==> config.mk <==
export PLATFORM = sky130hd
export DESIGN_NAME = sad_min_tracker
export DESIGN_NICKNAME = d
export VERILOG_FILES = /design/src/rtl/vbsme_pkg.sv /design/src/rtl/raster_counter.sv /design/src/rtl/sad_min_tracker.sv
export SDC_FILE = /design/constraint.sdc
export NUM_CORES = 1
export LEC_CHECK = 0
export CORE_MARGIN = 2
export CORE_UTILIZATION = 50
export CTS_CLUSTER_SIZE = 8
export DETAILED_ROUTE_END_ITERATION = 8
export PLACE_DENSITY = 0.8
export SLEW_MARGIN = 40
export SYNTH_ARGS = -nofsm -noshare
export SYNTH_HDL_FRONTEND = slang
export SYNTH_HIERARCHICAL = 1
export SYNTH_SLANG_ARGS = --single-unit
==> constraint.sdc <==
create_clock -name Clk -period 4.9 [get_ports Clk]
set_input_delay 1.225 -clock Clk [delete_from_list [all_inputs] [get_ports Clk]]
set_output_delay 1.225 -clock Clk [all_outputs]
set_load 0.01 [all_outputs]
==> src/rtl/vbsme_pkg.sv <==
// Shared types and defaults for the SAD motion-estimation datapath.
package vbsme_pkg;

  localparam int DATA_W_DEF  = 32;
  localparam int COORD_W_DEF = 6;

  typedef enum logic [1:0] {
    ST_IDLE = 2'd0,
    ST_SCAN = 2'd1,
    ST_DONE = 2'd2
  } state_t;

endpackage

==> src/rtl/raster_counter.sv <==
// Row/column raster counter over a ROWS x COLS window. Column advances on
// every enable; at the last column it wraps to 0 and the row advances.
// 'last' flags the final position of the window.
module raster_counter #(
  parameter int ROWS    = 61,
  parameter int COLS    = 61,
  parameter int COORD_W = 6
) (
  input  logic               clk,
  input  logic               rst_n,
  input  logic               clr,
  input  logic               en,
  output logic [COORD_W-1:0] row,
  output logic [COORD_W-1:0] col,
  output logic               last
);

  localparam logic [COORD_W-1:0] ROW_LAST = COORD_W'(ROWS - 1);
  localparam logic [COORD_W-1:0] COL_LAST = COORD_W'(COLS - 1);

  logic [COORD_W-1:0] row_q, row_d;
  logic [COORD_W-1:0] col_q, col_d;

  // Next position: clear wins over advance; column wraps into the next row.
  always_comb begin
    row_d = row_q;
    col_d = col_q;
    if (clr) begin
      row_d = '0;
      col_d = '0;
    end else if (en) begin
      if (col_q == COL_LAST) begin
        col_d = '0;
        row_d = row_q + 1'b1;
      end else begin
        col_d = col_q + 1'b1;
      end
    end
  end

  // Position registers with synchronous active-low reset.
  always_ff @(posedge clk) begin
    if (!rst_n) begin
      row_q <= '0;
      col_q <= '0;
    end else begin
      row_q <= row_d;
      col_q <= col_d;
    end
  end

  assign row  = row_q;
  assign col  = col_q;
  assign last = (row_q == ROW_LAST) && (col_q == COL_LAST);

endmodule

==> src/rtl/sad_min_tracker.sv <==
// Consumes one SAD per candidate position in raster order, tracks the
// smallest value and its (row, col), and pulses Done once the whole search
// window has been consumed. Ties keep the earlier position (strict compare).
//
//   state | meaning
//   IDLE  | waiting for Start; last result stays on the outputs
//   SCAN  | accepting SADs, updating the running minimum
//   DONE  | one-cycle Done pulse with the final result
module sad_min_tracker
  import vbsme_pkg::*;
#(
  parameter int DATA_W  = DATA_W_DEF,
  parameter int ROWS    = 61,
  parameter int COLS    = 61,
  parameter int COORD_W = COORD_W_DEF
) (
  input  logic               Clk,
  input  logic               Rst_n,
  input  logic               Start,
  input  logic               Abort,
  input  logic [DATA_W-1:0]  SadIn,
  input  logic               SadValid,
  output logic               SadReady,
  output logic [DATA_W-1:0]  MinSad,
  output logic [COORD_W-1:0] MinRow,
  output logic [COORD_W-1:0] MinCol,
  output logic               Busy,
  output logic               Done
);

  state_t             state_q, state_d;
  logic [DATA_W-1:0]  min_sad_q, min_sad_d;
  logic [COORD_W-1:0] min_row_q, min_row_d;
  logic [COORD_W-1:0] min_col_q, min_col_d;

  logic               cnt_clr;
  logic               cnt_en;
  logic               cnt_last;
  logic [COORD_W-1:0] cnt_row;
  logic [COORD_W-1:0] cnt_col;

  raster_counter #(
    .ROWS    (ROWS),
    .COLS    (COLS),
    .COORD_W (COORD_W)
  ) u_raster_counter (
    .clk   (Clk),
    .rst_n (Rst_n),
    .clr   (cnt_clr),
    .en    (cnt_en),
    .row   (cnt_row),
    .col   (cnt_col),
    .last  (cnt_last)
  );

  // Next-state and minimum-update logic; Abort beats a same-cycle accept.
  always_comb begin
    state_d   = state_q;
    min_sad_d = min_sad_q;
    min_row_d = min_row_q;
    min_col_d = min_col_q;
    cnt_clr   = 1'b0;
    cnt_en    = 1'b0;
    case (state_q)
      ST_IDLE: begin
        if (Start) begin
          min_sad_d = '1;
          min_row_d = '0;
          min_col_d = '0;
          cnt_clr   = 1'b1;
          state_d   = ST_SCAN;
        end
      end
      ST_SCAN: begin
        if (Abort) begin
          state_d = ST_IDLE;
        end else if (SadValid) begin
          cnt_en = 1'b1;
          if (SadIn < min_sad_q) begin
            min_sad_d = SadIn;
            min_row_d = cnt_row;
            min_col_d = cnt_col;
          end
          if (cnt_last) begin
            state_d = ST_DONE;
          end
        end
      end
      ST_DONE: begin
        state_d = ST_IDLE;
      end
      default: begin
        state_d = ST_IDLE;
      end
    endcase
  end

  // State and result registers with synchronous active-low reset.
  always_ff @(posedge Clk) begin
    if (!Rst_n) begin
      state_q   <= ST_IDLE;
      min_sad_q <= '0;
      min_row_q <= '0;
      min_col_q <= '0;
    end else begin
      state_q   <= state_d;
      min_sad_q <= min_sad_d;
      min_row_q <= min_row_d;
      min_col_q <= min_col_d;
    end
  end

  assign SadReady = (state_q == ST_SCAN);
  assign Busy     = (state_q == ST_SCAN);
  assign Done     = (state_q == ST_DONE);
  assign MinSad   = min_sad_q;
  assign MinRow   = min_row_q;
  assign MinCol   = min_col_q;

endmodule

==> impl_metrics.py <==
metrics = {
    "status": {
        "status": "complete, no violations",
    },
    "floorplan": {
        "placementRows": 30,
        "pin_count": 84,
        "initial_utilization_pct": 51.6,
        "die_y_um": 87.7,
        "dieArea_um2": 7690,
        "die_w_um": 87.7,
        "core_area_um2": 6790,
    },
    "clock_network": {
        "ctsHoldBuffers": 0,
        "cts_tree": "yes",
        "clock_path_buffers": 2,
        "clk_latency_ps": 340,
        "post-cts-setup-buffers": 0,
        "path_clk_slew_ps": 70,
        "cts.sinks": 58,
        "numCtsBuffers": 9,
        "htree_levels": 3,
        "cts-root-buf": "clkbuf_8",
        "cts_resized": 0,
    },
    "setup_path": {
        "critical_path_class": "input pin to flop",
        "cp_top_family": "compound AO/OA/AOI/OAI gates",
        "path_buf_inv": 2,
        "cp_max_fo": 32,
        "worst-r2r-cell-count": 9,
        "crit_required_ps": 5080,
        "cp_slowest_cell": "o211a_2",
        "critPathArrivalTime_ps": 3940,
        "end_kind": "flop",
        "cp.depth": 9,
        "crit_path_start_kind": "input pin",
        "critPathMaxStageDelay_ps": 470,
        "crit_chain": "clkdlybuf4s50_1 > ha_1 > a21oi_1 > nand2_1 > a221o_1 > a31oi_1 > o211a_2 > buf_12 > o221ai_1",
    },
    "drt": {
        "drtIter0Drc": 167,
        "totalWireLength_mm": 8.59,
        "ant_nets": 0,
        "via_per_inst": 5.61,
        "drc": 0,
        "wl_per_cell_um": 14.8,
        "vias": 3248,
        "drt_pass1_iterations": 4,
    },
    "placed_design": {
        "placed_cells": 563,
        "pre_cts_ws_ps": 798,
        "dp.final_hpwl_mm": 6.13,
        "gp_congestion": 0.832,
        "io_buffers": 83,
    },
    "layout": {
        "insertedDiodeCount": 0,
        "syn2layout_area_growth_pct": 29.4,
        "layout.nets": 550,
        "final_cells": 579,
        "drive_above_1_share_pct": 12.2,
    },
    "sta": {
        "slew_headroom_pct": 65.5,
        "final_hold_viol_count": 0,
        "drv_slew": 0,
        "clock_skew_ps": 7.04,
        "period_minus_slack_ps": 3760,
        "rsz0062_at_grt": "false",
        "fmax_ghz": 0.266,
        "finalSetupTns_ps": 0,
        "worst_pin_slew_ps": 518,
        "finalSetupViolCount": 0,
        "fin_crit_sh_pct": 76.6,
        "worst_slack_ps": 1140,
    },
    "synthesis": {
        "ys_top_cells_by_count": "dfxtp_1, inv_1, nand2_1",
        "synth_flop_cell": "dfxtp_1",
        "syn_nets": 475,
        "synth_top_area_share_pct": 33.1,
        "yosysTopAreaCell": "dfxtp_1",
        "avgSynthCellArea_um2": 8.69,
        "yosysMostFrequentCell": "dfxtp_1",
        "yosys_warnings": 6,
        "synth_edf_count": 0,
        "syn_inst": 403,
        "synthTopCellsByArea": "dfxtp_1, o221ai_2, ha_1, inv_1, nand2_1",
        "async_reset_ff_share_pct": 0,
        "yosysSeqAreaShare_pct": 33.1,
        "synth.distinct_cells": 47,
        "synth-seq-cells": 58,
        "netlist_area_um2": 3500,
    },
    "pwr": {
        "power.leakage_uw": 0.00175,
        "power_density_nw_per_um2": 288,
        "ir_drop_v": 0.000160,
    },
    "grt": {
        "grt_pass1_wl_mm": 14.1,
        "grt_usage_pct": 22.9,
        "antenna_found_initial": 0,
        "grt-ovfl-total": 0,
        "grt_pass1_vias": 3028,
        "grt_max_degree": 36,
    },
    "run": {
        "cap_viol_max_count": 0,
    },
    "worst_hold_path": {
        "hp-class": "flop to flop",
        "min_path_cells": 2,
    },
}
tightest hold or removal path: cells and delay by family (launching register included):
family           cells  cell delay (ps)
flip-flops           1              310
AO/OA/AOI/OAI        1               60
AND/OR/NAND/NOR      1               60
cells by family after synthesis:
family	after synthesis	share of synthesized area (%)
adders and majority gates	35	12.5
DFF	58	33.1
and+or+nand+nor	141	18.4
muxes	3	0.929
xor gates and xnor gates	1	0.250
buffers and inverters	76	10.5
AOI/OAI and AO/OA	89	24.2
through the flow:
step	instance area (um^2)	hold slack [ps]	power [uW]	utilization, %
after floorplan	3500	465	738	-
after global placement	4340	466	875	63.9
after detailed placement	4350	467	887	64.0
after CTS	4530	480	1320	66.7
after global routing	4530	506	1380	66.7
final	4530	480	1310	66.7
final timing paths:
| check | startpoint | end | slack, ps |
|---|---|---|---|
| worst max-delay path | SadIn[14] | MinSad[29]$_SDFFE_PN0P_ | 1140 |
| worst max register to register | MinSad[14]$_SDFFE_PN0P_ | MinSad[29]$_SDFFE_PN0P_ | 2110 |
| worst min register to register | MinCol[1]$_SDFFE_PN0P_ | MinCol[1]$_SDFFE_PN0P_ | 480 |
| worst min-delay path | MinCol[1]$_SDFFE_PN0P_ | MinCol[1]$_SDFFE_PN0P_ | 480 |
power breakdown:
group | internal, uW | leakage [uW] | switching (uW)
Combinational | 176 | 0.00118 | 161
Clock | 233 | 0.0000893 | 196
Sequential | 510 | 0.000478 | 30.5
Total | 919 | 0.00175 | 388
per-layer routing:
metal / GRT usage, % / share of wire (%) / wire length [um]
met3: 5.28 / 5.7 / 493
met2: 35.8 / 47 / 4000
met5: 0 / 0 / 0
met4: 7.27 / 1.1 / 95
met1: 31.4 / 47 / 4000
registers in the layout, summed over array words and instances, names as in the netlist:
signal,cells
MinSad,32
MinRow,6
state_q,2
MinCol,6
u_raster_counter/row,6
u_raster_counter/col,6
cell type report:
class | instances | area, um^2
Tap cell | 96 | 120
Clock buffer | 11 | 131
Inverter | 51 | 191
Clock inverter | 5 | 55.1
Multi-Input combinational cell | 269 | 1990
Timing Repair Buffer | 89 | 883
Sequential cell | 58 | 1160
Fill cell | 573 | 2260
layout by cell type, fill, tap and decap left out, drive strengths merged, types with 3 or more instances in the layout:
| cell | Yosys | layout |
|---|---|---|
| o221ai | 32 | 32 |
| clkdlybuf4s50 | 0 | 82 |
| clkbuf | 12 | 11 |
| or3 | 3 | 3 |
| and3 | 3 | 3 |
| o21ai | 8 | 8 |
| nand4 | 5 | 5 |
| a211oi | 3 | 3 |
| inv | 51 | 51 |
| nand2 | 47 | 47 |
| buf | 13 | 7 |
| nand3 | 24 | 24 |
| o22ai | 12 | 12 |
| a21oi | 16 | 16 |
| dfxtp | 58 | 58 |
| nor2 | 41 | 41 |
| nor4 | 3 | 3 |
| ha | 35 | 35 |
| nand2b | 4 | 4 |
Power figures use the tool's default switching activity.
